### src/rtl/bus_xfer_ctrl.sv
// Burst transfer controller: latches a one-hot arbiter grant, muxes the owning master's beats downstream, acks on completion.
// Latency: 1 IDLE cycle to latch, then one beat per out_valid&&out_ready, then 1 DONE cycle; stalls hold all state.
module bus_xfer_ctrl #(
  parameter int N_MASTERS = 3,
  parameter int DATA_W    = 8,
  parameter int LEN_W     = 4,
  localparam int IDX_W    = (N_MASTERS > 1) ? $clog2(N_MASTERS) : 1
) (
  input  logic                          clk,
  input  logic                          reset_n,
  input  logic [N_MASTERS-1:0]          bus_grant,
  input  logic [N_MASTERS-1:0]          m_valid,
  input  logic [N_MASTERS*DATA_W-1:0]   m_data,
  input  logic [N_MASTERS*LEN_W-1:0]    m_len,
  output logic [N_MASTERS-1:0]          m_ready,
  input  logic                          out_ready,
  output logic                          out_valid,
  output logic [DATA_W-1:0]             out_data,
  output logic                          out_last,
  output logic [IDX_W-1:0]              out_master,
  output logic                          bus_ack,
  output logic                          busy,
  output logic                          err_grant
);

  typedef enum logic [1:0] {
    ST_IDLE = 2'd0,
    ST_XFER = 2'd1,
    ST_DONE = 2'd2
  } state_t;

  state_t             r_state;
  state_t             w_state_nxt;
  logic [IDX_W-1:0]   r_idx;
  logic [LEN_W-1:0]   r_len;
  logic [LEN_W-1:0]   r_beat_cnt;
  logic               r_bus_ack;
  logic               r_err_grant;

  logic               w_grant_any;
  logic               w_grant_multi;
  logic               w_grant_one;
  logic [IDX_W-1:0]   w_grant_idx;
  logic [LEN_W-1:0]   w_grant_len;
  logic               w_sel_valid;
  logic [DATA_W-1:0]  w_sel_data;
  logic               w_xfer;
  logic               w_beat;
  logic               w_last_cnt;

  // Clearing the lowest set bit leaves something only when two or more bits are set.
  assign w_grant_any   = (bus_grant != '0);
  assign w_grant_multi = ((bus_grant & (bus_grant - N_MASTERS'(1))) != '0);
  assign w_grant_one   = w_grant_any && !w_grant_multi;

  always_comb begin
    w_grant_idx = '0;
    for (int i = 0; i < N_MASTERS; i++) begin
      if (bus_grant[i]) begin
        w_grant_idx = IDX_W'(i);
      end
    end
  end

  always_comb begin
    w_sel_valid = 1'b0;
    w_sel_data  = '0;
    w_grant_len = '0;
    for (int i = 0; i < N_MASTERS; i++) begin
      if (r_idx == IDX_W'(i)) begin
        w_sel_valid = m_valid[i];
        w_sel_data  = m_data[i*DATA_W +: DATA_W];
      end
      if (w_grant_idx == IDX_W'(i)) begin
        w_grant_len = m_len[i*LEN_W +: LEN_W];
      end
    end
  end

  // Gating with reset_n keeps every combinational output quiet while reset is held.
  assign w_xfer     = reset_n && (r_state == ST_XFER);
  assign w_beat     = w_xfer && w_sel_valid && out_ready;
  assign w_last_cnt = (r_beat_cnt == r_len);

  always_comb begin
    w_state_nxt = r_state;
    case (r_state)
      ST_IDLE: begin
        if (w_grant_one) begin
          w_state_nxt = ST_XFER;
        end
      end
      ST_XFER: begin
        if (w_beat && w_last_cnt) begin
          w_state_nxt = ST_DONE;
        end
      end
      ST_DONE: begin
        w_state_nxt = ST_IDLE;
      end
      default: begin
        w_state_nxt = ST_IDLE;
      end
    endcase
  end

  always_ff @(posedge clk) begin
    if (!reset_n) begin
      r_state     <= ST_IDLE;
      r_idx       <= '0;
      r_len       <= '0;
      r_beat_cnt  <= '0;
      r_bus_ack   <= 1'b0;
      r_err_grant <= 1'b0;
    end else begin
      r_state     <= w_state_nxt;
      r_bus_ack   <= (r_state == ST_XFER) && w_beat && w_last_cnt;
      r_err_grant <= (r_state == ST_IDLE) && w_grant_multi;
      if ((r_state == ST_IDLE) && w_grant_one) begin
        r_idx      <= w_grant_idx;
        r_len      <= w_grant_len;
        r_beat_cnt <= '0;
      end else if (w_beat && !w_last_cnt) begin
        // The final beat leaves the count at len_q, so it can never wrap mid-burst.
        r_beat_cnt <= r_beat_cnt + LEN_W'(1);
      end
    end
  end

  always_comb begin
    m_ready = '0;
    for (int i = 0; i < N_MASTERS; i++) begin
      m_ready[i] = w_xfer && (r_idx == IDX_W'(i)) && out_ready;
    end
  end

  assign out_valid  = w_xfer && w_sel_valid;
  assign out_data   = w_xfer ? w_sel_data : '0;
  assign out_last   = w_xfer && w_last_cnt;
  assign out_master = r_idx;
  assign bus_ack    = r_bus_ack;
  assign err_grant  = r_err_grant;
  assign busy       = reset_n && ((r_state == ST_XFER) || (r_state == ST_DONE));

endmodule

### config.mk
export PLATFORM = sky130hd
export DESIGN_NAME = bus_xfer_ctrl
export DESIGN_NICKNAME = d
export VERILOG_FILES = /design/src/rtl/bus_xfer_ctrl.sv
export SDC_FILE = /design/constraint.sdc
export NUM_CORES = 1
export LEC_CHECK = 0
export CAP_MARGIN = 20
export CORE_ASPECT_RATIO = 1.75
export CORE_MARGIN = 3
export CORE_UTILIZATION = 31
export DETAILED_ROUTE_END_ITERATION = 12
export PLACE_DENSITY = 0.66
export SYNTH_ARGS = -nofsm -noshare
export SYNTH_HDL_FRONTEND = slang
export SYNTH_SLANG_ARGS = --single-unit
### constraint.sdc
create_clock -name clk -period 2.7 [get_ports clk]
set_clock_uncertainty 0.2 [all_clocks]
set_input_delay 0.405 -clock clk [delete_from_list [all_inputs] [get_ports clk]]
set_output_delay 0.405 -clock clk [all_outputs]
set_load 0.01 [all_outputs]
* Yosys cells after proc, flatten, opt, wreduce, memory -nomap -nowiden *
Index checks and enable logic that the tools add are counted.

cells by class
  eq/ne operators = 9
  bitwise gates (word level) = 2
  add/sub/neg operators = 2
  mux-type cells = 15
  reductions and logical operators = 28

operator list
  kind                                              count
  two-way mux 8 bit                                 4
  logical AND 1 bit                                 18
  two-way mux 4 bit                                 3
  == test 2 x 1 -> 1 bit, second input constant     3
  == test 2 bit, second input constant              3
  logical NOT 2 bit                                 3
  two-way mux 2 bit                                 3
  nonzero test 3 bit                                2
  adder 4 x 1 -> 4 bit, second input constant       1
  == test 4 bit                                     1
  two-way mux 1 bit                                 4
  case mux 2 bit (2 select lines)                   1
  AND 3 bit                                         1
  subtractor 3 x 1 -> 3 bit, second input constant  1
  logical NOT 1 bit                                 2
  != test 2 x 1 -> 1 bit, second input constant     1
  != test 2 bit, second input constant              1
  AND reduction 2 bit                               1
  OR reduction 2 bit                                1
  logical OR 1 bit                                  1
  inverter 1 bit                                    1

storage, ports and cells
  register bits after elaboration = 14
  input bits = 45
  word-level logic and storage cells = 62
  output and inout port bits = 18

* Longest topological paths before layout *
  word-level depth = 9
  depth in mapped cells = 6
  mapped depth without buffers = 6

* Worst setup path before layout *
Ideal clock, no wire load.

  path type = reg-to-output
  start point = register r_idx[1], in the netlist out_master[1]
  end point = output out_data[1]
  required time = 2.095 ns
  stages on the path, launching flop included = 7
  arrival = 1.338 ns
  setup slack = 0.757 ns
  path buffers = 2
  path through = dfxtp_1 buf_4 clkbuf_1 mux2i_1 nor2_1 a21oi_1 nor2_1

on the way
  longest elaborated chain between the ends = 5
  elaborated cells on any way between the ends = 7
  those cells by class = 2 x eq/ne; 4 x mux; 1 x reduce/logical

ends and longest elaborated chain
  what                             RTL line  source
  start: declaration               34        logic [IDX_W-1:0] r_idx;
  start signal: assignment         120       r_idx <= w_grant_idx;
  logical NOT 2 bit                70        if (r_idx == IDX_W'(i)) begin
  two-way mux 8 bit (2 in series)  70
  two-way mux 8 bit *              70
  two-way mux 8 bit *              138       assign out_data = w_xfer ? w_sel_data : '0;
  end: declaration                 18        output logic [DATA_W-1:0] out_data,

Mark *: on every way between the ends. The rest lies on a longest branch, timed or not.

* Final worst setup path *
  start point = register r_state[1]
  end point = output out_data[4]

on the way
  longest elaborated chain between the ends = 3

ends and longest elaborated chain
  what                      RTL line  source
  start: declaration        32        state_t r_state;
  start signal: assignment  116       r_state <= w_state_nxt;
  == test 2 x 1 -> 1 bit    81        assign w_xfer = reset_n && (r_state == ST_XFER);
  logical AND 1 bit         81
  two-way mux 8 bit         138

No other way between the ends.

==> out/results.txt <==
The clock drives 14 sinks. After synthesis the netlist holds a flip-flop and latch count of 14. Routability-driven placement finished with a final weighted congestion of 0.828. For the count of H-tree levels built during CTS, the log shows 1. The tools report the clock tree buffer depth as 2. After detailed routing, the number of remaining DRC violations is 0. The kind of end point of the critical path was a primary output. STA puts the critical path data arrival time at 1.93 ns. The number of antenna violations at the first check in global routing was 0; the pin count of the biggest net entering global routing was 18. The cell row count is 28. For the pin with the worst max-slew slack, the measured transition is 0.554 ns. The tools report the source-to-sink clock delay at the later pin of the worst-skew pair as 0.24 ns. The top cell types in the final layout, fill and taps aside, are sky130_fd_sc_hd__clkdlybuf4s50_1 (62), sky130_fd_sc_hd__nor2_1 (24), sky130_fd_sc_hd__mux2i_1 (18).

The detail route stage leaves a number of antenna-violating nets equal to 0. For this run, the top clock speed supported by timing is 0.394 GHz. Measured along the y axis, the die boundary spans 86.6 um.

The horizontal die dimension works out to 52.0 um. For the post-synthesis sequential area ratio, the log shows 24.4%. The root buffer cell chosen for the clock tree is sky130_fd_sc_hd__clkbuf_8.

The final critical path time including I/O delays and setup is 2.54 ns. Post-CTS repair changed the size of 0 cells. The run gives 1311 as the number of vias in the routed layout. The final-layout setup total negative slack was 0 ns; the average size of a mapped cell was 7.67 um^2. Setup repair after global routing left no endpoint under its margin. The synthesized netlist contains 40 unique library cells.

The first-pass GRT wire length was 5690 um; the fraction of final layout cells with drive strength greater than 1 was 7.51%. Across the run, the number of max-cap violations was 0. Summed over all layers, the routed wires come to 3370 um.

The min-delay analysis places its worst path in the category reg -> reg. The number of pins with negative max-slew slack in the final report is 0. The number of filler instances in the final layout came out at 316.

Buffers inserted during clock tree synthesis total 3. Dividing the detail-routed via count by the number of cells gives 5.08. In the final routed layout, each cell accounts on average for 13.0 um.

The ratio of total power to cell area was 544 mW/mm^2. The worst setup path is launched from a flip-flop. TritonCTS built the clock tree.

Registers take 280 um^2. The HPWL after detailed placement is 2750 um. In this run the worst path has a maximum fanout of 10. Buffers inserted to repair hold after CTS numbered 0. Buffers placed on the I/O ports in this run total 62. IR analysis of the VDD net gives a maximum drop of 0.298 mV. The final clock period utilization by the worst path is 94.0%. The most frequent standard cell in the layout excluding fill and tap cells is sky130_fd_sc_hd__clkdlybuf4s50_1. The core area is 0.00347 mm^2, and the headroom to the max-slew limit is 63.0%. After synthesis the cells add up to 0.00115 mm^2. Setup violations remaining at the end of the flow were counted as 0. Aggregate global routing overflow: 0.

The run finished with clean final reports. The number of global-route vias before repair is 1363, and the post-CTS clock slew at the launch and capture registers of the worst setup and hold paths is 0.06 ns. The logs give 0.00183 mm^2 for the placed cell area and 0.721 nW for the leakage power summed over all cells. Synthesis produced a netlist whose cell count is 150.

The logs give 796 um^2 for the footprint of the multi-input gates and 0.00450 mm^2 for the die area. The critical path start-end classification was reg -> out. Once the floorplan was initialized, standard cells occupied 33.2% of the core. The total count of hold-check failures in the final report was 0; the total number of yosys warnings was 0.

The run gives 0 as the buffer count from post-CTS setup fixing. The antenna diode count was 0; the post-synthesis net count was 199. The cell area after layout was 0.00188 mm^2.

The first-iteration detailed-routing DRC count is 21. 63 I/O pins were placed. The first detailed-routing pass took 4 iterations. Data on the critical path is required at its endpoint by 2.10 ns. The overall track demand over capacity in global routing is 16.0%, and the area added between synthesis and finish is 63.8%. The net count of the finished layout is 263.
cells in the mapped netlist (all sizes together):
cell type | number | area, um^2
o21ai | 9 | 45.0
buf | 3 | 23.8
nand3 | 5 | 30.0
nor4 | 1 | 6.26
nor2b | 1 | 6.26
nor3b | 3 | 22.5
xnor2 | 4 | 35.0
or3 | 2 | 12.5
o2111ai | 1 | 8.76
mux2i | 18 | 180
dfxtp | 14 | 280
clkbuf | 7 | 27.5
ha | 4 | 50.1
a41o | 1 | 10.0
a21oi | 14 | 73.8
o31ai | 3 | 22.5
o21a | 1 | 7.51
nand3b | 2 | 15.0
a211o | 3 | 26.3
nand2 | 8 | 30.0
o211ai | 2 | 20.0
xor2 | 1 | 8.76
mux2 | 1 | 11.3
o41ai | 1 | 8.76
a41oi | 1 | 8.76
nor3 | 3 | 15.0
inv | 6 | 22.5
and3 | 2 | 12.5
nand4 | 1 | 6.26
a211oi | 1 | 7.51
nor2 | 24 | 90.1
or4 | 2 | 18.8
and2 | 1 | 6.26
flip-flops by register name, indices dropped and copies added, names as in the netlist:
name / count
r_len: 4
r_beat_cnt: 4
bus_ack: 1
err_grant: 1
out_master: 2
r_state: 2
kinds of logic (layout without fill, tap and decap cells):
group,after synthesis,after routing,share of synthesized area (%)
AOI/OAI and AO/OA,37,37,20.8
xor gates and xnor gates,5,5,3.81
adders and majority gates,4,4,4.35
buffers and inverters,16,79,6.42
DFF,14,14,24.4
muxes,19,19,16.6
and+or+nand+nor,55,55,23.6
stage by stage:
stage	setup slack (ns)	util, %	cells	power (W)	hold WS [ns]
2_1_floorplan	0.757	-	150	0.000606	0.264
3_3_place_gp	0.260	52.7	254	0.000816	0.275
3_5_place_dp	0.225	52.7	254	0.000827	0.291
4_1_cts	0.149	54.3	258	0.00103	0.299
5_1_grt	0.00429	54.3	258	0.00111	0.327
6_report	0.162	54.3	258	0.00102	0.296
worst max-delay path, stage by stage, from the launching register on:
cell                              delay [ns]
sky130_fd_sc_hd__dfxtp_1                0.33
sky130_fd_sc_hd__inv_1                  0.10
sky130_fd_sc_hd__ha_1                   0.28
sky130_fd_sc_hd__nand2_1                0.26
sky130_fd_sc_hd__nor2_1                 0.17
sky130_fd_sc_hd__clkdlybuf4s50_1        0.55
routing by layer:
layer  track usage (%)  vias up  wire, um
li1                  -      664         -
met1              15.3      609      1200
met2              30.8       34      1950
met3              3.96        4       187
met4              6.21        0        32
met5                 0        -         0
final cells by class:
class	instances	share of cell area (%)
Clock buffer	4	2.92
Timing Repair Buffer	69	35.7
Multi-Input combinational cell	120	42.3
Tap cell	45	2.99
Sequential cell	14	14.9
Inverter	6	1.20
worst paths after layout:
path                         startpoint                         end  slack [ns]  depth (start not counted)
max reg2reg     r_state[1]$_SDFFE_PN0P_  r_beat_cnt[3]$_SDFFE_PP0P_        0.50                          7
min          r_beat_cnt[3]$_SDFFE_PP0P_  r_beat_cnt[3]$_SDFFE_PP0P_        0.30                          2
min reg2reg  r_beat_cnt[3]$_SDFFE_PP0P_  r_beat_cnt[3]$_SDFFE_PP0P_        0.30                          2
max             r_state[1]$_SDFFE_PN0P_                 out_data[4]        0.16                          5
where the power goes:
part / switching [W] / internal [W]
logic: 0.000267 / 0.000286
registers: 0.0000296 / 0.000239
clock network: 0.0000722 / 0.000129
total: 0.000369 / 0.000655
(Power assumes the default switching activity.)
